[config.mk]
export PLATFORM = sky130hd
export DESIGN_NAME = mmcm_drp_reconfig
export DESIGN_NICKNAME = d
export VERILOG_FILES = /design/src/rtl/mmcm_drp_pkg.sv /design/src/rtl/mmcm_drp_reconfig_sync_2ff.sv /design/src/rtl/mmcm_drp_reconfig.sv
export SDC_FILE = /design/constraint.sdc
export NUM_CORES = 1
export LEC_CHECK = 0
export ABC_CLOCK_PERIOD_IN_PS = 3300
export CAP_MARGIN = 20
export CORE_MARGIN = 4
export CORE_UTILIZATION = 46
export CTS_CLUSTER_DIAMETER = 150
export DETAILED_ROUTE_END_ITERATION = 8
export PLACE_DENSITY = 0.77
export SYNTH_ARGS = -nofsm -noshare
export SYNTH_HDL_FRONTEND = slang
export SYNTH_SLANG_ARGS = --single-unit
[constraint.sdc]
create_clock -name clk -period 3.3 [get_ports clk]
set_input_delay 0.66 -clock clk [delete_from_list [all_inputs] [get_ports clk]]
set_output_delay 0.66 -clock clk [all_outputs]
set_load 0.02 [all_outputs]
[src/rtl/mmcm_drp_pkg.sv]
// Shared definitions for the MMCM DRP reconfiguration sequencer:
// FSM state encoding, configuration ROM entry field positions and the
// read-modify-write merge helper.
package mmcm_drp_pkg;

    typedef enum logic [3:0] {
        S_IDLE,
        S_ASSERT_RST,
        S_FETCH,
        S_RD_REQ,
        S_RD_WAIT,
        S_WR_REQ,
        S_WR_WAIT,
        S_RELEASE,
        S_WAIT_LOCK
    } state_t;

    // ROM entry layout: {daddr[38:32], mask[31:16], data[15:0]}
    localparam int unsigned ADDR_HI = 38;
    localparam int unsigned ADDR_LO = 32;
    localparam int unsigned MASK_HI = 31;
    localparam int unsigned MASK_LO = 16;
    localparam int unsigned DATA_HI = 15;
    localparam int unsigned DATA_LO = 0;

    localparam int unsigned INDEX_W = 7;

    // Bits set in mask keep the current register contents; data supplies the rest.
    function automatic logic [15:0] masked_write(input logic [15:0] rd_val,
                                                 input logic [15:0] mask,
                                                 input logic [15:0] data);
        return (rd_val & mask) | data;
    endfunction

endpackage

[src/rtl/mmcm_drp_reconfig_sync_2ff.sv]
// Two-flop synchroniser for a single asynchronous level (MMCM LOCKED).
// Ports:
//   clk_i  - destination clock
//   rst_i  - asynchronous active-high reset, clears both stages
//   d_i    - asynchronous input
//   q_o    - synchronised output (two cycles latency)
module sync_2ff (
    input  logic clk_i,
    input  logic rst_i,
    input  logic d_i,
    output logic q_o
);

    logic meta_q;
    logic sync_q;

    always_ff @(posedge clk_i or posedge rst_i) begin
        if (rst_i) begin
            meta_q <= 1'b0;
            sync_q <= 1'b0;
        end else begin
            meta_q <= d_i;
            sync_q <= meta_q;
        end
    end

    assign q_o = sync_q;

endmodule

[src/rtl/mmcm_drp_reconfig.sv]
// Run-time MMCME2_ADV reprogramming sequencer. On an accepted start it holds
// the MMCM in reset, read-modify-writes every DRP register listed in the
// external configuration ROM, releases reset and waits for LOCKED.
// Ports:
//   clk, reset           - system clock (also MMCM DCLK), async active-high reset
//   start, cfg_sel       - one-cycle request and configuration set select
//   busy, done, error    - status: busy during sequence, done pulse, sticky error
//   rom_addr, rom_data   - configuration ROM ({cfg_sel, index} -> {addr,mask,data})
//   mmcm_rst, mmcm_locked- MMCM reset output and asynchronous LOCKED input
//   daddr, den, dwe, di, do_in, drdy - DRP interface
module mmcm_drp_reconfig
    import mmcm_drp_pkg::*;
#(
    parameter int unsigned NUM_REGS     = 23,
    parameter int unsigned CFG_SEL_W    = 1,
    parameter int unsigned DRDY_TIMEOUT = 255,
    parameter int unsigned LOCK_TIMEOUT = 65535
) (
    input  logic                   clk,
    input  logic                   reset,
    input  logic                   start,
    input  logic [CFG_SEL_W-1:0]   cfg_sel,
    output logic                   busy,
    output logic                   done,
    output logic                   error,
    output logic [CFG_SEL_W+6:0]   rom_addr,
    input  logic [38:0]            rom_data,
    output logic                   mmcm_rst,
    input  logic                   mmcm_locked,
    output logic [6:0]             daddr,
    output logic                   den,
    output logic                   dwe,
    output logic [15:0]            di,
    input  logic [15:0]            do_in,
    input  logic                   drdy
);

    localparam int unsigned TMAX = (DRDY_TIMEOUT > LOCK_TIMEOUT) ? DRDY_TIMEOUT : LOCK_TIMEOUT;
    localparam int unsigned TW   = $clog2(TMAX + 1);
    localparam logic [TW-1:0]      DRDY_LIM = TW'(DRDY_TIMEOUT - 1);
    localparam logic [TW-1:0]      LOCK_LIM = TW'(LOCK_TIMEOUT - 1);
    localparam logic [INDEX_W-1:0] LAST_IDX = INDEX_W'(NUM_REGS - 1);

    state_t                 state_q, state_d;
    logic [CFG_SEL_W-1:0]   cfg_q, cfg_d;
    logic [INDEX_W-1:0]     index_q, index_d;
    logic [6:0]             addr_q, addr_d;
    logic [15:0]            mask_q, mask_d;
    logic [15:0]            data_q, data_d;
    logic [15:0]            di_q, di_d;
    logic [CFG_SEL_W+6:0]   rom_addr_q, rom_addr_d;
    logic [TW-1:0]          timer_q, timer_d;
    logic                   busy_q, busy_d;
    logic                   done_q, done_d;
    logic                   error_q, error_d;
    logic                   rst_q, rst_d;
    logic                   den_q, den_d;
    logic                   dwe_q, dwe_d;
    logic                   locked_s;

    sync_2ff u_lock_sync (
        .clk_i (clk),
        .rst_i (reset),
        .d_i   (mmcm_locked),
        .q_o   (locked_s)
    );

    always_comb begin
        state_d    = state_q;
        cfg_d      = cfg_q;
        index_d    = index_q;
        addr_d     = addr_q;
        mask_d     = mask_q;
        data_d     = data_q;
        di_d       = di_q;
        rom_addr_d = rom_addr_q;
        error_d    = error_q;
        done_d     = 1'b0;
        timer_d    = (timer_q == '1) ? timer_q : timer_q + TW'(1);

        case (state_q)
            S_IDLE: begin
                if (start) begin
                    cfg_d   = cfg_sel;
                    error_d = 1'b0;
                    index_d = '0;
                    state_d = S_ASSERT_RST;
                end
            end
            S_ASSERT_RST: begin
                rom_addr_d = {cfg_q, index_q};
                state_d    = S_FETCH;
            end
            S_FETCH: begin
                addr_d  = rom_data[ADDR_HI:ADDR_LO];
                mask_d  = rom_data[MASK_HI:MASK_LO];
                data_d  = rom_data[DATA_HI:DATA_LO];
                state_d = S_RD_REQ;
            end
            S_RD_REQ: begin
                timer_d = '0;
                state_d = S_RD_WAIT;
            end
            S_RD_WAIT: begin
                if (drdy) begin
                    di_d    = masked_write(do_in, mask_q, data_q);
                    state_d = S_WR_REQ;
                end else if (timer_q >= DRDY_LIM) begin
                    error_d = 1'b1;
                    state_d = S_IDLE;
                end
            end
            S_WR_REQ: begin
                timer_d = '0;
                state_d = S_WR_WAIT;
            end
            S_WR_WAIT: begin
                if (drdy) begin
                    if (index_q == LAST_IDX) begin
                        state_d = S_RELEASE;
                    end else begin
                        index_d    = index_q + 7'd1;
                        rom_addr_d = {cfg_q, index_q + 7'd1};
                        state_d    = S_FETCH;
                    end
                end else if (timer_q >= DRDY_LIM) begin
                    error_d = 1'b1;
                    state_d = S_IDLE;
                end
            end
            S_RELEASE: begin
                timer_d = '0;
                state_d = S_WAIT_LOCK;
            end
            S_WAIT_LOCK: begin
                if (locked_s) begin
                    done_d  = 1'b1;
                    state_d = S_IDLE;
                end else if (timer_q >= LOCK_LIM) begin
                    error_d = 1'b1;
                    state_d = S_IDLE;
                end
            end
            default: state_d = S_IDLE;
        endcase

        // Status/strobe registers are decoded from the next state so each
        // output is registered yet aligned with the state it belongs to.
        busy_d = (state_d != S_IDLE);
        rst_d  = state_d inside {S_ASSERT_RST, S_FETCH, S_RD_REQ, S_RD_WAIT,
                                 S_WR_REQ, S_WR_WAIT};
        den_d  = (state_d == S_RD_REQ) || (state_d == S_WR_REQ);
        dwe_d  = (state_d == S_WR_REQ);
    end

    always_ff @(posedge clk or posedge reset) begin
        if (reset) begin
            state_q    <= S_IDLE;
            cfg_q      <= '0;
            index_q    <= '0;
            addr_q     <= '0;
            mask_q     <= '0;
            data_q     <= '0;
            di_q       <= '0;
            rom_addr_q <= '0;
            timer_q    <= '0;
            busy_q     <= 1'b0;
            done_q     <= 1'b0;
            error_q    <= 1'b0;
            rst_q      <= 1'b0;
            den_q      <= 1'b0;
            dwe_q      <= 1'b0;
        end else begin
            state_q    <= state_d;
            cfg_q      <= cfg_d;
            index_q    <= index_d;
            addr_q     <= addr_d;
            mask_q     <= mask_d;
            data_q     <= data_d;
            di_q       <= di_d;
            rom_addr_q <= rom_addr_d;
            timer_q    <= timer_d;
            busy_q     <= busy_d;
            done_q     <= done_d;
            error_q    <= error_d;
            rst_q      <= rst_d;
            den_q      <= den_d;
            dwe_q      <= dwe_d;
        end
    end

    assign busy     = busy_q;
    assign done     = done_q;
    assign error    = error_q;
    assign mmcm_rst = rst_q;
    assign den      = den_q;
    assign dwe      = dwe_q;
    assign daddr    = addr_q;
    assign di       = di_q;
    assign rom_addr = rom_addr_q;

endmodule

# Yosys cells after proc, flatten, opt, wreduce, memory -nomap -nowiden
# Cells that the tools add are included.
# word_totals
register_bits	99
latch_bits	0
ramBits	0
rom_bits	0
out_inout_bits	37
wordCells	86
n_memories	0
# op_classes
n_addsub	2
multipliers	0
n_div	0
magnitude_cmp	2
eq_ne	24
shift	0
muxes	25
bitwise_logic	2
n_reduce_logical	14
# ops
operator	n
4-bit case mux with 9 select lines	1
16-bit two-way mux	2
4-bit by 3-bit == test with 1-bit output, second input constant	7
4-bit two-way mux	6
7-bit two-way mux	3
16-bit by 1-bit adder with 16-bit output, second input constant	1
16-bit bitwise AND	1
16-bit == test, second input constant	1
4-bit by 2-bit == test with 1-bit output, second input constant	4
16-bit greater-or-equal comparator, second input constant	1
16-bit by 8-bit greater-or-equal comparator with 1-bit output, second input constant	1
8-bit two-way mux	2
16-bit OR	1
8-bit case mux with 2 select lines	1
2-bit inequality test, second input constant	7
7-bit case mux with 2 select lines	1
4-bit by 1-bit == test with 1-bit output, second input constant	2
7-bit by 1-bit adder with 7-bit output, second input constant	1
7-bit by 5-bit == test with 1-bit output, second input constant	1
1-bit two-way mux	7
6-bit AND reduction	1
6-bit nonzero test	1
4-bit == test, second input constant	1
4-bit zero test	1
12 further kinds	14

# Depth between registers and ports, before layout
# logic_depth
depth_word	6
depth_mapped	7
depth_no_buf	7

# Modules after synthesis
# From an unflattened synthesis, not the netlist that was laid out.
# unflattened
hier_cells	474
area_unflattened_um2	4485.6
# modules_own_cells
module	instances	cells_each	area_per_inst_um2	seq_area_each_um2
mmcm_drp_reconfig	1	471	4431.8	2427.3
sync_2ff	1	3	53.8	50.0

# Worst setup path after synthesis
# Ideal clock, no wire load.
# synth_path
path_type	flip-flop to flip-flop
from	reg timer_q[1]
to	reg busy_q (netlist: busy)
setup_ns	0.139
arrival_time_ns	1.658
slack_ns	1.503
stages_incl_launch_ff	7
period_less_slack_ns	1.797
cell_sequence	dfrtp_1 ha_1 o211ai_1 o211ai_1 and2b_1 o41ai_2 or4_1
# synth_via
elab_chain_cells	5
# synth_rtl
item	line_no	text
start: declaration	mmcm_drp_reconfig.sv:52	logic [TW-1:0] timer_q, timer_d;
start signal: assignment	mmcm_drp_reconfig.sv:182	timer_q <= timer_d;
16-bit greater-or-equal comparator / 16-bit by 8-bit greater-or-equal comparator with 1-bit output (equally long branches)	mmcm_drp_reconfig.sv:139, mmcm_drp_reconfig.sv:108, mmcm_drp_reconfig.sv:126	
4-bit two-way mux, on equally long branches	mmcm_drp_reconfig.sv:139, mmcm_drp_reconfig.sv:108, mmcm_drp_reconfig.sv:126	
4-bit two-way mux, on equally long branches	mmcm_drp_reconfig.sv:136, mmcm_drp_reconfig.sv:105, mmcm_drp_reconfig.sv:118	
4-bit case mux with 9 select lines *	mmcm_drp_reconfig.sv:81	case (state_q)
named net state_d[2]	mmcm_drp_reconfig.sv:44	state_t state_q, state_d;
4-bit nonzero test *	mmcm_drp_reconfig.sv:149	busy_d = (state_d != S_IDLE);
named net busy_d	mmcm_drp_reconfig.sv:53	logic busy_q, busy_d;
end signal: assignment	mmcm_drp_reconfig.sv:183	busy_q <= busy_d;
end: declaration	mmcm_drp_reconfig.sv:53	
# The timed path passes the listed nets; every way through them passes the cells marked *.
# A chain may end at the register's enable or synchronous reset.

# Worst setup path after layout
# layout_path
from	in drdy
to	reg index_q[1]
# layout_via
elab_chain_cells	2
# layout_rtl
item	line_no	text
start: declaration	mmcm_drp_reconfig.sv:35	input logic drdy
2-bit inequality test (no source line)	-	
4-bit AND reduction (no source line)	-	
end signal: assignment	mmcm_drp_reconfig.sv:176	index_q <= index_d;
end: declaration	mmcm_drp_reconfig.sv:46	logic [INDEX_W-1:0] index_q, index_d;
# Every way passes these cells.

==> impl_metrics.tcl <==
set metrics [dict create \
    slew_viol_final 0 \
    cts-buffers-inserted 9 \
    yosysMostFrequentCell "dfrtp_1" \
    synth_xor_area_share_pct 2.966 \
    syn_area_per_cell_um2 11.63 \
    cts_hold_buf 0 \
    worst_setup_path_start_kind "input port" \
    synth_cells 381 \
    critPathArrivalTime_ns 2.41 \
    clk_pin_slew_ns 0.09 \
    netlist_area_um2 4429 \
    crit_fanout 7 \
    synth_adder_area_share_pct 1.412 \
    status "finished clean" \
    fin_crit_ns 2.163 \
    antenna_found_initial 0 \
    setup_viol 0 \
    dpl.cell_count 594 \
    power.leakage_nw 2.364 \
    insertion_delay_ns 0.36 \
    synthMuxAreaShare_pct 11.41 \
    wl_um 9493 \
    p_seq_share_pct 42.5 \
    synth-seq-cells 99 \
    synth.distinct_cells 56 \
    fin_crit_sh_pct 65.54 \
    crit_required_ns 3.54 \
    portBuffers 97 \
    avgRoutedWirePerCell_um 15.56 \
    placed_area_um2 5550 \
    final_cell_area_um2 5749 \
    io_pins 98 \
    async_reset_ff_share_pct 100.0 \
    chipHeight_um 106.1 \
    die_x_um 106.1 \
    clock_sinks 99 \
    nets 542 \
    internal_power_mw 3.041 \
    htree_levels 3 \
    p_per_area_nw_per_um2 831.7 \
    finalHoldViolCount 0 \
    core_area_um2 9328 \
    fillers 747 \
    post_cts_resized 0 \
    hpwlAfterDp_um 6910 \
    vias 3234 \
    drt_iter0_markers 108 \
    combPwrFrac_pct 41.7 \
    grt_usage_pct 17.36 \
    grt_max_degree 54 \
    via_per_inst 5.302 \
    clock.fmax_mhz 462.3 \
    ys.flop_type "dfrtp_1" \
    start_util_pct 47.48 \
    synth_top_area_share_pct 55.93 \
    cts.path.max_buffers 2 \
    diodes 0 \
    drive_gt1_share_pct 15.59 \
    p_sw_mw 1.741 \
    power.share.clock_pct 15.9 \
    synthSimpleGateAreaFrac_pct 13.16 \
    area_growth_pct 29.80 \
    worstMarginPinSlew_ns 0.7424 \
    holdCritPathClass "flip-flop to flip-flop" \
    drtPass1Iterations 4 \
    synth.yosys.warnings 0 \
    grt_pass1_vias 3268 \
    synth_area_leaders "dfrtp_1 56%, mux2_2 10%, a21oi_1 5.2%, nor2_1 3.7%, xor2_1 2.2%" \
    grt_overflow_total 0 \
    worst_slew_margin_rel_pct 50.30 \
    grt_first_pass_wirelength_um 15770 \
    whs_path_depth 0 \
    peakVddDrop_v 0.0005138 \
    cts_tree "built" \
    r2r_cells 3 \
    cap_violations 0 \
    synth_edf_count 0 \
    drc 0 \
    setup_tns_ns 0 \
    root_buffer "clkbuf_8" \
    synth_top_cell_by_area "dfrtp_1" \
    cts_setup_buffers 0 \
    path_class "input port to flip-flop" \
    place_congestion 0.8368 \
    ys_top_cells_by_count "99 x dfrtp_1, 46 x a21oi_1, 44 x nor2_1" \
    power_switching_share_pct 36.40 \
    die_area_um2 11260 \
    fin_cells 610 \
    rows 35 \
    end_kind "flip-flop" \
    ys_seq_area_share_pct 55.93 \
    skew_ns 0.01066 \
    synth_compound_gate_area_share_pct 12.63 \
    ant_nets 0 \
    synth_top_family_by_area "simple AND/OR/NAND/NOR gates" \
    synth_nets 447 \
    total_power_mw 4.782 \
    rsz0062_at_grt "false" \
]
cell usage in the layout (no fill, tap or decap), types with 3 or more instances in the layout:
| cell | netlist | final |
|---|---|---|
| mux2_1 | 4 | 4 |
| and2_1 | 3 | 3 |
| o31ai_1 | 3 | 3 |
| buf_4 | 1 | 3 |
| o21a_1 | 3 | 3 |
| nand2_1 | 13 | 13 |
| a21oi_1 | 46 | 46 |
| xnor2_1 | 4 | 4 |
| inv_1 | 5 | 4 |
| clkinv_4 | 0 | 3 |
| a31oi_1 | 7 | 7 |
| nand4_1 | 6 | 6 |
| and3_1 | 5 | 5 |
| nand3_1 | 6 | 6 |
| nor2b_1 | 3 | 3 |
| o21ai_0 | 4 | 4 |
| nand3b_1 | 3 | 3 |
| dfrtp_1 | 99 | 99 |
| clkdlybuf4s50_1 | 0 | 97 |
| nor2_1 | 44 | 43 |
| o211ai_1 | 5 | 5 |
| mux2_2 | 40 | 40 |
| clkbuf_8 | 0 | 10 |
| xor2_1 | 11 | 11 |
| nor3_1 | 4 | 4 |
| and4_1 | 3 | 3 |
| or3_1 | 3 | 3 |
| ha_1 | 5 | 5 |
critical path: stages:
cell	delay (ns)
clkdlybuf4s50_1	0.56
nand2_1	0.07
a31oi_1	0.29
a22oi_1	0.16
nor3_4	0.30
mux2_1	0.36
power groups by stage:
stage,Clock [mW],Combinational [mW],Sequential (mW)
after detailed placement,0,2.01,2.05
after global placement,0,1.96,2.02
after floorplan,0,1.07,2.20
final,0.758,1.99,2.03
after global routing,0.825,2.17,2.10
after CTS,0.779,2.02,2.03
state kept, by name (all words and copies together), names as in the netlist, 4 cells and up:
register / flops
index_q: 7
rom_addr: 8
di: 16
daddr: 7
mask_q: 16
timer_q: 16
data_q: 16
state_q: 4
cells by family after synthesis:
logic type	Yosys count
mux	45
xor+xnor	15
fa+ha+maj	5
compound gates	86
flops	99
buf+inv	24
simple gates	107
cell type report:
cell class	count	area [um^2]	area share, %
Clock buffer	10	137.6	2.394
Tap cell	129	161.4	2.807
Sequential cell	99	2477	43.09
Inverter	6	25.02	0.4353
Multi-Input combinational cell	258	1853	32.23
Timing Repair Buffer	102	1033	17.98
Clock inverter	6	61.31	1.066
layer usage:
layer	wire length [um]	vias to the layer above	GRT usage (%)	part of all wire, %
met5	0	-	0	0
met4	168	0	7.308	1.8
met3	425	12	3.704	4.5
met2	4923	72	29.55	52
met1	3975	1587	21.37	42
li1	-	1563	-	-
final timing paths:
kind / start / endpoint / slack (ns)
worst min-delay path: u_lock_sync.meta_q / u_lock_sync.q_o / 0.36
max in group asynchronous: reset / state_q[2] / 1.87
worst max register to register: state_q[3] / data_q[12] / 1.18
worst max-delay path: drdy / index_q[1] / 1.14
min in group asynchronous: reset / timer_q[9] / 0.76
worst min register to register: u_lock_sync.meta_q / u_lock_sync.q_o / 0.36
metrics by stage:
step | hold WS, ns | utilization (%) | setup WS (ns)
detailed placement | 0.3355 | 59.50 | 0.7778
floorplan | 0.3312 | - | 0.04957
CTS | 0.3577 | 61.64 | 1.158
global placement | 0.3324 | 59.50 | 0.8222
finish | 0.3561 | 61.64 | 1.137
global route | 0.3622 | 61.64 | 0.9627
No activity file was read; power rests on OpenSTA's default activity.
